`src/rtl/fcpu_rob.sv`:
```
// fcpu_rob: 2^N_ROB_W-entry reorder buffer with in-order commit and CDB writeback.
// Optional macro FCPU_ROB_BYPASS_EN lets a CDB write to the head entry commit in the same cycle.
module fcpu_rob #(
   parameter int N_ROB_W    = 4,
   parameter int DATA_W     = 32,
   parameter int REG_ADDR_W = 5
) (
   input  logic                  clk,
   input  logic                  rst,
   input  logic                  alloc_valid,
   output logic                  alloc_ready,
   input  logic [REG_ADDR_W-1:0] alloc_dst_reg,
   input  logic [2:0]            alloc_type,
   output logic [N_ROB_W-1:0]    alloc_tag,
   input  logic                  cdb_valid,
   input  logic [N_ROB_W-1:0]    cdb_tag,
   input  logic [DATA_W-1:0]     cdb_data,
   output logic                  commit_valid,
   input  logic                  commit_ready,
   output logic [REG_ADDR_W-1:0] commit_dst_reg,
   output logic [2:0]            commit_type,
   output logic [DATA_W-1:0]     commit_data,
   output logic [N_ROB_W-1:0]    commit_tag,
   input  logic                  flush,
   output logic [N_ROB_W:0]      count
);

   localparam int DEPTH = 1 << N_ROB_W;
   localparam logic [N_ROB_W:0] FULL_CNT = (N_ROB_W+1)'(DEPTH);

   logic [N_ROB_W:0]      head_reg, tail_reg;
   logic [DEPTH-1:0]      valid_reg, done_reg;
   logic [REG_ADDR_W-1:0] dst_mem  [DEPTH];
   logic [2:0]            type_mem [DEPTH];
   logic [DATA_W-1:0]     data_mem [DEPTH];

   logic [N_ROB_W-1:0] head_idx, tail_idx;
   logic               alloc_fire, cdb_hit, commit_fire, head_ready;

   assign head_idx    = head_reg[N_ROB_W-1:0];
   assign tail_idx    = tail_reg[N_ROB_W-1:0];
   // Pointers carry one extra wrap bit, so the difference is the occupancy directly.
   assign count       = tail_reg - head_reg;
   assign alloc_ready = (count != FULL_CNT);
   assign alloc_tag   = tail_idx;
   assign alloc_fire  = alloc_valid && alloc_ready && !flush;

   // A result only lands on a live, still-pending entry that is not being reallocated now.
   assign cdb_hit = cdb_valid && !flush && valid_reg[cdb_tag] && !done_reg[cdb_tag]
                    && !(alloc_fire && (cdb_tag == tail_idx));

`ifdef FCPU_ROB_BYPASS_EN
   assign head_ready  = done_reg[head_idx] || (cdb_hit && (cdb_tag == head_idx));
   assign commit_data = done_reg[head_idx] ? data_mem[head_idx] : cdb_data;
`else
   assign head_ready  = done_reg[head_idx];
   assign commit_data = data_mem[head_idx];
`endif

   assign commit_valid   = valid_reg[head_idx] && head_ready && !flush;
   assign commit_fire    = commit_valid && commit_ready;
   assign commit_dst_reg = dst_mem[head_idx];
   assign commit_type    = type_mem[head_idx];
   assign commit_tag     = head_idx;

   always_ff @(posedge clk or posedge rst) begin
      if (rst) begin
         head_reg  <= '0;
         tail_reg  <= '0;
         valid_reg <= '0;
         done_reg  <= '0;
      end else if (flush) begin
         head_reg  <= '0;
         tail_reg  <= '0;
         valid_reg <= '0;
         done_reg  <= '0;
      end else begin
         if (cdb_hit)
            done_reg[cdb_tag] <= 1'b1;
         // Retiring the head frees the slot; a later allocation write to it wins if both hit.
         if (commit_fire) begin
            valid_reg[head_idx] <= 1'b0;
            done_reg[head_idx]  <= 1'b0;
            head_reg            <= head_reg + 1'b1;
         end
         if (alloc_fire) begin
            valid_reg[tail_idx] <= 1'b1;
            done_reg[tail_idx]  <= 1'b0;
            tail_reg            <= tail_reg + 1'b1;
         end
      end
   end

   // Payload needs no reset: it is only observed through a valid entry.
   for (genvar gi = 0; gi < DEPTH; gi++) begin : g_entry
      always_ff @(posedge clk) begin
         if (alloc_fire && (tail_idx == N_ROB_W'(gi))) begin
            dst_mem[gi]  <= alloc_dst_reg;
            type_mem[gi] <= alloc_type;
         end
         if (cdb_hit && (cdb_tag == N_ROB_W'(gi)))
            data_mem[gi] <= cdb_data;
      end
   end

endmodule

```
`config.mk`:
```
export PLATFORM = sky130hd
export DESIGN_NAME = fcpu_rob
export DESIGN_NICKNAME = d
export VERILOG_FILES = /design/src/rtl/fcpu_rob.sv
export SDC_FILE = /design/constraint.sdc
export NUM_CORES = 1
export LEC_CHECK = 0
export CORE_UTILIZATION = 38
export DETAILED_ROUTE_END_ITERATION = 10
export GPL_ROUTABILITY_DRIVEN = 0
export PLACE_DENSITY = 0.58
export SYNTH_ARGS = -nofsm -noshare
export SYNTH_HDL_FRONTEND = slang
export SYNTH_SLANG_ARGS = --single-unit
```
`constraint.sdc`:
```
create_clock -name clk -period 11.5 [get_ports clk]
set_input_delay 1.15 -clock clk [delete_from_list [all_inputs] [get_ports clk]]
set_output_delay 1.15 -clock clk [all_outputs]
set_load 0.01 [all_outputs]
```
Yosys cells after proc, flatten, opt, wreduce, memory -nomap -nowiden
Memory sizes are Yosys's and may differ from the RTL's.
Cells that the tools add are included.
W data, S select, Z words.
{ "op_classes": {"n_addsub": 3, "order_cmp": 6, "bitwise_logic": 7, "eq_ne": 32, "muxes": 227, "n_reduce_logical": 97} }
{ "op_table": {"columns": ["operator", "n"], "rows": [
  ["$mux W32", 15],
  ["$reduce_or A32 Y1", 15],
  ["$mux W4", 45],
  ["$mux W16", 10],
  ["$mux W1", 116],
  ["$mux W5", 19],
  ["$reduce_or A5 Y1", 15],
  ["$eq A4 B4 Y1 const B", 16],
  ["$and A16 B16 Y16", 3],
  ["$logic_and A1 B1 Y1", 45],
  ["$mux W3", 15],
  ["$reduce_or A3 Y1", 15],
  ["$eq A4 B3 Y1 const B", 8],
  ["$not A16 Y16", 2],
  ["$or A16 B16 Y16", 2],
  ["$bmux W1 S4", 4],
  ["$eq A4 B2 Y1 const B", 4],
  ["$lt A4 B5 Y1 const B", 3],
  ["$demux W1 S4", 3],
  ["$ge A4 B1 Y1 const B", 3],
  ["$add A5 B1 Y5 const B", 2],
  ["$eq A4 B1 Y1 const B", 2],
  ["$logic_not A4 Y1", 2],
  ["$ne A5 B5 Y1 const B", 1],
  ["other kinds (4)", 7]
]} }
{ "totals": {"ram_bits": 640, "out_inout_bits": 55, "regBits": 42, "wordCells": 379, "in_bits": 50, "n_memories": 3} }
{ "memory_table": {"columns": ["name", "words", "word_bits", "rd", "rd_ports_with_merged_regs", "write_ports", "line_no", "source"], "rows": [
  ["data_mem", 16, 32, 1, 0, 1, "35", "logic [DATA_W-1:0] data_mem [DEPTH];"],
  ["dst_mem", 16, 5, 1, 0, 1, "33", "logic [REG_ADDR_W-1:0] dst_mem [DEPTH];"],
  ["type_mem", 16, 3, 1, 0, 1, "34", "logic [2:0] type_mem [DEPTH];"]
]} }

Longest topological paths before layout
Gate-level depths: netlist of the first run.
{ "depth": {"word_depth": 26, "depth_mapped": 11, "mapped_depth_nobuf": 10} }

Worst setup path before layout of the first run
OpenSTA, ideal clock, no wires.
{ "synth_path": {"path_kind": "register to register", "from": "reg head_reg[3]", "to": "mem data_mem[13][0], enable pin", "path_stages_with_launch": 11, "path_buffers": 2, "setup_time_ns": 0.468, "required_ns": 11.032, "period_less_slack_ns": 5.552, "arrival_ns": 5.084, "setup_slack_ns": 5.948, "cell_sequence": "dfrtp_1 > inv_2 > buf_2 > buf_1 > ha_1 > nor2_1 > a21oi_1 > xor2_2 > o311ai_2 > nand4_4 > nor3b_1"} }
{ "synth_via": {"elab_chain_len": 26, "word_cells_on_any_way": 100, "classes_between": "1 x add/sub; 1 x eq/ne; 62 x mux; 36 x reduce/logical"} }
{ "synth_rtl": {"columns": ["item", "line_no", "source"], "rows": [
  ["start: declaration", "31", "logic [N_ROB_W:0] head_reg, tail_reg;"],
  ["start signal: assignment", "84", "head_reg <= head_reg + 1'b1;"],
  ["$sub A5 B5 Y5 (*)", "43", "assign count = tail_reg - head_reg;"],
  ["$ne A5 B5 Y1 (*)", "44", "assign alloc_ready = (count != FULL_CNT);"],
  ["$logic_and A1 B1 Y1 (*) (2 in a row)", "46", "assign alloc_fire = alloc_valid && alloc_ready && !flush;"],
  ["$logic_and A1 B1 Y1 (*)", "50", "&& !(alloc_fire && (cdb_tag == tail_idx));"],
  ["$logic_not A1 Y1 (*)", "50", null],
  ["$logic_and A1 B1 Y1 (*)", "50", null],
  ["$logic_and A1 B1 Y1", "101", "if (cdb_hit && (cdb_tag == N_ROB_W'(gi)))"],
  ["$mux W1", "101", null],
  ["$mux W1 (not written as such)", "102", "data_mem[gi] <= cdb_data;"],
  ["$reduce_or A32 Y1 (no source line)", null, null],
  ["$mux W4 (no source line) or $mux W1 (tied branches) (15 in a row)", null, null],
  ["end: declaration", "35", null]
]} }
Mark *: on every way between the ends. The rest lies on a longest branch, timed or not.

Worst setup path after layout of the first run
{ "layout_path": {"from": "reg head_reg[0]", "to": "out commit_data[0]"} }
{ "layout_via": {"elab_chain_len": 1} }
{ "layout_rtl": {"columns": ["item", "line_no", "source"], "rows": [
  ["$mem_v2 Z16 W32", null, null],
  ["end: declaration", "22", "output logic [DATA_W-1:0] commit_data,"]
]} }
Every way passes these cells.

==> results of run 1 <==
path summary, 6_finish.rpt:
path / startpoint / to / slack, ns
worst max-delay path: head_reg[0] / commit_data[0] / 5.29
worst min-delay path: valid_reg[11] / valid_reg[11] / 0.53
worst max register to register: head_reg[1] / data_mem[13][29] / 6.65
worst min register to register: valid_reg[11] / valid_reg[11] / 0.53
max in group asynchronous: rst / head_reg[1] / 10.05
min in group asynchronous: rst / done_reg[6] / 1.00
where the power goes:
| group | internal, uW | switching [uW] |
|---|---|---|
| logic | 35.5 | 68.6 |
| clock network | 1240 | 914 |
| registers | 2720 | 3.89 |
| total | 4000 | 987 |
critical path, delay by kind of cell, from the launching register on:
family	cells	cell delay [ns]
buffers and inverters	3	2.17
flip-flops	1	1.06
multiplexers	2	1.17
metal layers:
metal,global-route usage [%],up-vias
met3,3.24,95
met4,4.65,6
li1,-,5542
met2,27.7,351
met5,0,-
met1,23.5,7023
kinds of logic after synthesis:
family	after synthesis	share of synthesized area, %
mux	214	17.6
fa+ha+maj	13	0.626
buf+inv	97	1.60
simple gates	159	3.06
xor+xnor	12	0.442
flops	682	74.6
compound gates	77	2.14
Yosys cell counts, types with 12 or more instances:
master and count:
sky130_fd_sc_hd__ha_1 12, sky130_fd_sc_hd__and3_1 12, sky130_fd_sc_hd__nor2_1 32, sky130_fd_sc_hd__inv_1 22
sky130_fd_sc_hd__edfxtp_1 640, sky130_fd_sc_hd__clkbuf_1 35, sky130_fd_sc_hd__buf_2 17, sky130_fd_sc_hd__nand4_1 14
sky130_fd_sc_hd__nand2_1 42, sky130_fd_sc_hd__a21oi_1 16, sky130_fd_sc_hd__dfrtp_1 42, sky130_fd_sc_hd__mux4_2 205
cell type report:
cell class / count / area [sq um]
Clock buffer: 98 / 1960
Tap cell: 940 / 1180
Timing Repair Buffer: 136 / 1280
Clock inverter: 28 / 204
Fill cell: 5907 / 38800
Inverter: 23 / 88.8
Multi-Input combinational cell: 475 / 6610
Sequential cell: 682 / 20300
metrics by stage:
step | power [uW] | utilization (%) | hold slack (ns) | area, sq um | cells
after floorplan | 2810 | - | 0.464 | 27200 | 1254
after global placement | 2880 | 41.8 | 0.511 | 29400 | 2256
after detailed placement | 2880 | 41.8 | 0.524 | 29400 | 2256
after CTS | 5030 | 44.9 | 0.537 | 31600 | 2382
after global routing | 5130 | 44.9 | 0.563 | 31600 | 2382
final | 4980 | 44.9 | 0.531 | 31600 | 2382
==> reports/qor.json, run 1 <==
{
  "run_status": "finished clean",
  "post_synth_main_area_contributors": "sky130_fd_sc_hd__edfxtp_1 (71%), sky130_fd_sc_hd__mux4_2 (17%), sky130_fd_sc_hd__dfrtp_1 (3.9%)",
  "library_cell_occupying_the_most_area_in_the_post_synthesis_netlist": "sky130_fd_sc_hd__edfxtp_1",
  "critical_path.startpoint_type": "flip-flop",
  "synthesis.instances": 1254,
  "ys_dominant_reg_cell": "sky130_fd_sc_hd__edfxtp_1",
  "ctsResizeCount": 0,
  "peakVddDrop_mv": 0.0937,
  "min-delay-path-class": "reg -> reg",
  "routed_via_density": 5.46,
  "grt_pass1_wl_um": 91400,
  "ys_seq_area_share_pct": 74.6,
  "grt_overflow": 0,
  "track_usage_pct": 17.0,
  "cpMaxStageDelayCell": "sky130_fd_sc_hd__dfrtp_4",
  "grt_pass1_vias": 13900,
  "tritoncts": "yes",
  "cp_data_arrival_time_ns": 5.06,
  "mappedNetlistArea_sq_um": 27200,
  "grt_start_max_net_pins": 69,
  "ioPinCount": 105,
  "drive_above_1_share_pct": 25.4,
  "initial_core_util_pct": 38.6,
  "routed_length_on_met3_um": 2990,
  "p_per_area_nw_per_um2": 158,
  "top_signal_layer_used": "met5",
  "flow.area_growth_from_synthesis_pct": 16.3,
  "crit_path_setup_slack_layout_ns": 5.29,
  "grt_setup_unrepaired": "no",
  "hpwlAfterDp_um": 33700,
  "detail_route.wirelength_um": 61000,
  "place.port_buffers": 104,
  "numClockSinks": 682,
  "top_regs": "data_mem (512), dst_mem (80), type_mem (48)",
  "die_area_sq_um": 72600,
  "wl_met1_um": 26500,
  "synth-async-reset-ratio_pct": 6.16,
  "yosys.area.top_type_share_pct": 70.7,
  "yosysWarnings": 0,
  "cellLeakagePower_uw": 0.00979,
  "cp.required_ns": 10.35,
  "fp.dieH_um": 269,
  "dpl_worst_slack_ns": 5.67,
  "ys_types": 67,
  "wl_met2_um": 30200,
  "crit_type": "reg -> out",
  "crit_fanout": 50,
  "cts_buffer_depth": 3,
  "antenna_diodes": 0,
  "post-cts-setup-buffer-count": 0,
  "tightest_slew_ns": 1.18,
  "max-slew-margin-rel_pct": 20.9,
  "setup-violations-final": 0,
  "clock_latency_on_the_worst_skew_pair_ns": 0.61,
  "ys_seq_elements": 682,
  "ant_nets": 0,
  "timing.reg2reg.worst_path_depth": 9,
  "tritoncts.num_buffers": 71,
  "top_register": "data_mem",
  "clock_pin_slew_on_the_worst_setup_and_hold_paths_ns": 0.06,
  "maxSlewViolCount": 0,
  "detail_route.drc_violations": 0,
  "critical_path.cell_chain": "buf_4 > buf_4 > mux4_2 > mux4_2 > clkdlybuf4s50_1",
  "timing.critical_path.to_type": "primary output",
  "timing_hold_violations_final": 0,
  "min_period_over_period_pct": 54.0,
  "synth-edff-count": 640,
  "num-nets-final": 1452,
  "final.setup.tns_ns": 0,
  "maxCapViolations": 0,
  "cts.hold.buffers_added": 0,
  "syn_nets": 1317,
  "largest_register_ff_count": 512,
  "clock-root-buffer": "sky130_fd_sc_hd__clkbuf_16",
  "antenna_found_initial": 3,
  "htreeDepth": 3,
  "fmax_mhz": 161,
  "critPathMaxStageDelay_ns": 1.06,
  "initialDrtViolationCount": 999,
  "die_x_um": 269,
  "routedWlPerCell_um": 25.6,
  "final_cell_mix": "sky130_fd_sc_hd__edfxtp_1 (640), sky130_fd_sc_hd__mux4_2 (205), sky130_fd_sc_hd__clkdlybuf4s50_1 (104)",
  "finalCriticalPeriod_ns": 6.21,
  "hold_path_depth": 1,
  "first_pass_iters": 5,
  "fp-row-count": 97,
  "clock_skew_ns": 0.0333,
  "route.vias.total": 13000,
  "area_inside_the_core_boundary_sq_um": 70400,
  "postSynthAreaPerCell_sq_um": 21.7,
  "mostFrequentLayoutCell": "sky130_fd_sc_hd__edfxtp_1"
}
Note: power is estimated with default switching activity, not from simulation.
==> inputs of run 2 (changes only) <==
--- a/config.mk
+++ b/config.mk
@@ -8,7 +8,7 @@
 export CORE_UTILIZATION = 38
 export DETAILED_ROUTE_END_ITERATION = 10
 export GPL_ROUTABILITY_DRIVEN = 0
-export PLACE_DENSITY = 0.58
+export PLACE_DENSITY = 0.6
 export SYNTH_ARGS = -nofsm -noshare
 export SYNTH_HDL_FRONTEND = slang
 export SYNTH_SLANG_ARGS = --single-unit
==> constraint.sdc (replaced) <==
create_clock -name clk -period 5.3 [get_ports clk]
set_input_delay 0.53 -clock clk [delete_from_list [all_inputs] [get_ports clk]]
set_output_delay 0.53 -clock clk [all_outputs]
set_load 0.01 [all_outputs]
==> reports/qor.json, run 2 (synthesis results as in run 1) <==
{
  "run_status": "finished clean",
  "tritoncts": "yes",
  "cp_data_arrival_time_ns": 3.76,
  "max-slew-margin-rel_pct": 15.3,
  "place.port_buffers": 104,
  "clock_power_share_pct": 44.4,
  "ioPinCount": 105,
  "flow.area_growth_from_synthesis_pct": 17.3,
  "clock-root-buffer": "sky130_fd_sc_hd__clkbuf_16",
  "clock_skew_ns": 0.0236,
  "grt_pass1_wl_um": 92700,
  "antenna_found_initial": 1,
  "finalCriticalPeriod_ns": 4.29,
  "cellLeakagePower_uw": 0.00993,
  "drive_above_1_share_pct": 26.6,
  "netSwitchingFraction_pct": 20.3,
  "detail_route.wirelength_um": 61500,
  "ctsResizeCount": 0,
  "htreeDepth": 3,
  "area_of_all_placed_cells_without_fillers_sq_um": 31900,
  "placedInstanceArea_sq_um": 29600,
  "area_taken_by_multi_input_logic_gates_sq_um": 6610,
  "share_seq_of_total_power_pct": 53.4,
  "grt_pass1_vias": 13800,
  "netSwitchingPower_uw": 2250,
  "min-delay-path-class": "in -> async",
  "hpwlAfterDp_um": 37300,
  "ant_nets": 0,
  "timing_hold_violations_final": 0,
  "fp.dieH_um": 269,
  "routedWlPerCell_um": 25.7,
  "nFillCells": 5915,
  "tightest_slew_ns": 1.26,
  "fp-row-count": 97,
  "first_pass_iters": 5,
  "detail_route.drc_violations": 0,
  "initialDrtViolationCount": 1156,
  "cp.required_ns": 4.77,
  "top_regs": "data_mem (512), dst_mem (80), type_mem (48)",
  "clock_pin_slew_on_the_worst_setup_and_hold_paths_ns": 0.06,
  "sequential_cell_area_sq_um": 20300,
  "die_x_um": 269,
  "p_per_area_nw_per_um2": 347,
  "mostFrequentLayoutCell": "sky130_fd_sc_hd__edfxtp_1",
  "final.setup.tns_ns": 0,
  "routed_via_density": 5.47,
  "grt_overflow": 0,
  "clock_latency_on_the_worst_skew_pair_ns": 0.62,
  "final_cell_mix": "sky130_fd_sc_hd__edfxtp_1 (640), sky130_fd_sc_hd__mux4_2 (205), sky130_fd_sc_hd__clkdlybuf4s50_1 (104)",
  "crit_type": "reg -> out",
  "num-nets-final": 1459,
  "fmax_mhz": 233,
  "numClockSinks": 682,
  "largest_register_ff_count": 512,
  "track_usage_pct": 17.1,
  "min_period_over_period_pct": 80.9,
  "route.vias.total": 13100,
  "maxSlewViolCount": 0,
  "crit_fanout": 10,
  "grt_start_max_net_pins": 95,
  "comb_power_share_pct": 2.1,
  "top_register": "data_mem",
  "tritoncts.num_buffers": 71,
  "cts_buffer_depth": 3,
  "cts.hold.buffers_added": 0,
  "setup-violations-final": 0,
  "critical_path.startpoint_type": "flip-flop",
  "grt_setup_unrepaired": "no",
  "maxCapViolations": 0,
  "antenna_diodes": 0,
  "internal_power_uw": 8820,
  "timing.critical_path.to_type": "primary output",
  "peakVddDrop_mv": 0.201,
  "area_inside_the_core_boundary_sq_um": 70400,
  "die_area_sq_um": 72600,
  "post-cts-setup-buffer-count": 0,
  "initial_core_util_pct": 38.6
}
[run 2: metal layers]
metal  up-vias  share of wire, %  global-route usage [%]
li1       5565                 -                       -
met1      7001                42                    23.2
met2       400                50                    28.1
met3       106               5.0                    3.46
met4         2               2.6                    5.11
met5         -             0.015                       0
[run 2: metrics by stage]
| step | power [uW] | worst slack (ns) | std cells | utilization (%) | hold WS [ns] |
|---|---|---|---|---|---|
| 2_1_floorplan | 6100 | 0.815 | 1254 | - | 0.464 |
| 3_3_place_gp | 6250 | 1.45 | 2263 | 42.0 | 0.520 |
| 3_5_place_dp | 6260 | 1.36 | 2263 | 42.0 | 0.526 |
| 4_1_cts | 11200 | 0.889 | 2389 | 45.3 | 0.356 |
| 5_1_grt | 11400 | 0.751 | 2389 | 45.3 | 0.404 |
| 6_report | 11100 | 1.01 | 2389 | 45.3 | 0.368 |
[run 2: final timing paths]
kind	from	end	slack (ns)	depth (start not counted)
worst max register to register	tail_reg[0]	data_mem[13][4]	1.32	10
worst min register to register	valid_reg[3]	valid_reg[3]	0.55	1
max in group asynchronous	rst	head_reg[2]	4.49	3
worst min-delay path	rst	tail_reg[0]	0.37	3
min in group clk	valid_reg[3]	valid_reg[3]	0.55	1
worst max-delay path	tail_reg[0]	alloc_ready	1.01	9
[run 2: power groups by stage]
stage          sequential, uW  combinational, uW  clock (uW)
3_3_place_gp             6020                232           0
3_5_place_dp             6020                239           0
6_report                 5910                236        4920
2_1_floorplan            6020               83.4           0
4_1_cts                  5910                239        5020
5_1_grt                  5910                258        5230
[run 2: layout make-up]
class / count / share of cell area, %
Sequential cell: 682 / 63.6
Multi-Input combinational cell: 475 / 20.7
Clock buffer: 89 / 5.88
Timing Repair Buffer: 143 / 4.50
Tap cell: 940 / 3.69
Clock inverter: 37 / 1.35
Inverter: 23 / 0.279
[run 2: critical path, stage by stage (launching register included)]
cell and delay (ns):
sky130_fd_sc_hd__dfrtp_1 0.46, sky130_fd_sc_hd__inv_1 0.15, sky130_fd_sc_hd__ha_1 0.24, sky130_fd_sc_hd__fa_1 0.41, sky130_fd_sc_hd__nand2b_1 0.17, sky130_fd_sc_hd__a21oi_1 0.26
sky130_fd_sc_hd__xor2_2 0.19, sky130_fd_sc_hd__nor3_2 0.67, sky130_fd_sc_hd__inv_1 0.09, sky130_fd_sc_hd__clkdlybuf4s50_1 0.50
==> inputs of run 3 (changes only) <==
--- a/config.mk
+++ b/config.mk
@@ -8,7 +8,7 @@
 export CORE_UTILIZATION = 38
 export DETAILED_ROUTE_END_ITERATION = 10
 export GPL_ROUTABILITY_DRIVEN = 0
-export PLACE_DENSITY = 0.6
+export PLACE_DENSITY = 0.58
 export SYNTH_ARGS = -nofsm -noshare
 export SYNTH_HDL_FRONTEND = slang
 export SYNTH_SLANG_ARGS = --single-unit
==> constraint.sdc (replaced) <==
create_clock -name clk -period 4 [get_ports clk]
set_input_delay 0.4 -clock clk [delete_from_list [all_inputs] [get_ports clk]]
set_output_delay 0.4 -clock clk [all_outputs]
set_load 0.01 [all_outputs]
==> reports/qor.json, run 3 (synthesis results as in run 1) <==
{
  "run_status": "finished clean",
  "timing.critical_path.depth": 10,
  "final_cell_count_without_fillers": 2416,
  "regToRegEndpoint": "data_mem[13][24]",
  "timing_hold_violations_final": 0,
  "final.setup.tns_ns": 0,
  "ant_nets": 0,
  "grt_pass1_vias": 13900,
  "timing.critical_path.max_delay_family": "buffers and inverters",
  "cts.hold.buffers_added": 0,
  "crit_type": "reg -> out",
  "die_area_sq_um": 72600,
  "tightest_slew_ns": 0.891,
  "track_usage_pct": 17.7,
  "crit_fanout": 10,
  "antenna_found_initial": 1,
  "nFillCells": 5903,
  "critical_path.startpoint_type": "flip-flop",
  "critPathBufInv": 4,
  "area_inside_the_core_boundary_sq_um": 70400,
  "cts_buffer_depth": 3,
  "drive_above_1_share_pct": 27.1,
  "grt_start_max_net_pins": 74,
  "top_register": "data_mem",
  "route.vias.total": 13200,
  "detail_route.drc_violations": 0,
  "fp-row-count": 97,
  "ioPinCount": 105,
  "ctsResizeCount": 0,
  "routedWlPerCell_um": 26.3,
  "p_per_area_nw_per_um2": 456,
  "clock-root-buffer": "sky130_fd_sc_hd__clkbuf_16",
  "clock_pin_slew_on_the_worst_setup_and_hold_paths_ns": 0.06,
  "grt_overflow": 0,
  "detail_route.wirelength_um": 63600,
  "htreeDepth": 3,
  "timing.reg2reg.worst_path_depth": 10,
  "min-delay-path-class": "in -> async",
  "max-slew-margin-rel_pct": 40.1,
  "grt_pass1_wl_um": 94200,
  "numClockSinks": 682,
  "initial_core_util_pct": 38.6,
  "area_taken_by_multi_input_logic_gates_sq_um": 6610,
  "critical_path.cell_chain": "inv_1 > ha_1 > fa_1 > nand2b_1 > a21oi_1 > xor2_2 > nor3_2 > buf_4 > inv_1 > clkdlybuf4s50_1",
  "cp.required_ns": 3.60,
  "top_regs": "data_mem (512), dst_mem (80), type_mem (48)",
  "first_pass_iters": 7,
  "cp_data_arrival_time_ns": 3.38,
  "fmax_mhz": 264,
  "cellLeakagePower_uw": 0.0101,
  "post-place-cells": 2286,
  "place.port_buffers": 104,
  "flow.area_growth_from_synthesis_pct": 18.7,
  "tritoncts": "yes",
  "routed_via_density": 5.48,
  "register_to_register_setup_slack_ns": 0.47,
  "clock_skew_ns": 0.0186,
  "antenna_diodes": 0,
  "setup-violations-final": 0,
  "hpwlAfterDp_um": 36100,
  "finalCriticalPeriod_ns": 3.78,
  "critPathMaxStageDelay_ns": 0.52,
  "timing.critical_path.to_type": "primary output",
  "cpMaxStageDelayCell": "sky130_fd_sc_hd__clkdlybuf4s50_1",
  "post-cts-setup-buffer-count": 0,
  "initialDrtViolationCount": 1139,
  "largest_register_ff_count": 512,
  "maxSlewViolCount": 0,
  "tritoncts.num_buffers": 72,
  "clock_latency_on_the_worst_skew_pair_ns": 0.61,
  "die_x_um": 269,
  "min_period_over_period_pct": 94.6,
  "num-nets-final": 1483,
  "maxCapViolations": 0,
  "peakVddDrop_mv": 0.306,
  "timing.critical_path.mode_cell": "sky130_fd_sc_hd__inv_1",
  "mostFrequentLayoutCell": "sky130_fd_sc_hd__edfxtp_1",
  "fp.dieH_um": 269,
  "sequential_cell_area_sq_um": 20300,
  "grt_setup_unrepaired": "no",
  "final_cell_mix": "sky130_fd_sc_hd__edfxtp_1 (640), sky130_fd_sc_hd__mux4_2 (205), sky130_fd_sc_hd__clkdlybuf4s50_1 (104)",
  "timing.rr.start": "tail_reg[0]"
}
run 3: cell count changes in the layout (fill, tap and decap cells not counted), moves of 4 or more:
cell and delta:
sky130_fd_sc_hd__buf_12 +13, sky130_fd_sc_hd__clkbuf_1 +11, sky130_fd_sc_hd__clkinv_2 -6, sky130_fd_sc_hd__buf_4 +9
sky130_fd_sc_hd__clkbuf_16 +4
run 3: through the flow:
step           cell area, sq um  power, uW  worst slack (ns)  hold WS, ns  utilization, %
2_1_floorplan             27200       8090            -0.319        0.464               -
4_1_cts                   32300      14900            0.0699        0.252            45.8
6_report                  32300      14700             0.216        0.262            45.8
3_5_place_dp              29900       8290             0.491        0.533            42.5
3_3_place_gp              29900       8280             0.528        0.522            42.5
5_1_grt                   32300      15200            0.0455        0.300            45.8
run 3: worst max-delay path by stage:
stage | to | from | slack [ns]
final | alloc_ready | tail_reg[0] | 0.22
after detailed placement | data_mem[13][24] | tail_reg[0] | 0.49
after CTS | commit_data[20] | head_reg[0] | 0.07
after global placement | data_mem[13][11] | tail_reg[0] | 0.53
after floorplan | data_mem[14][0] | head_reg[1] | -0.32
after global routing | alloc_ready | tail_reg[0] | 0.05
run 3: area by class of cell:
| type | instances | area share, % |
|---|---|---|
| clock buffers | 103 | 6.21 |
| clock inverters | 27 | 1.03 |
| inverters | 23 | 0.275 |
| multi-input cells | 475 | 20.5 |
| flip-flops and latches | 682 | 62.9 |
| well taps | 940 | 3.65 |
| repair buffers | 166 | 5.50 |
run 3: report_power, final:
group | leakage [uW] | internal (uW) | switching (uW)
clock | 0.00112 | 3900 | 2680
combinational | 0.00263 | 108 | 204
sequential | 0.00633 | 7820 | 11.4
total | 0.0101 | 11800 | 2890
run 3: metal layers:
metal | share of wire (%) | track usage, % | wire length (um)
met1 | 43 | 24.5 | 27500
met5 | 0.020 | 0 | 13
met3 | 5.3 | 3.48 | 3370
met2 | 49 | 28.5 | 31300
met4 | 2.3 | 4.92 | 1470
run 3: worst reg2reg max path: cells and delay by family, from the launching register on:
family,cells,cell delay [ns]
AND/OR/NAND/NOR,3,0.79
XOR/XNOR,1,0.17
AO/OA/AOI/OAI,2,0.70
adder cells (fa/ha/maj),2,0.63
buffers and inverters,2,0.44
flip-flops,1,0.46
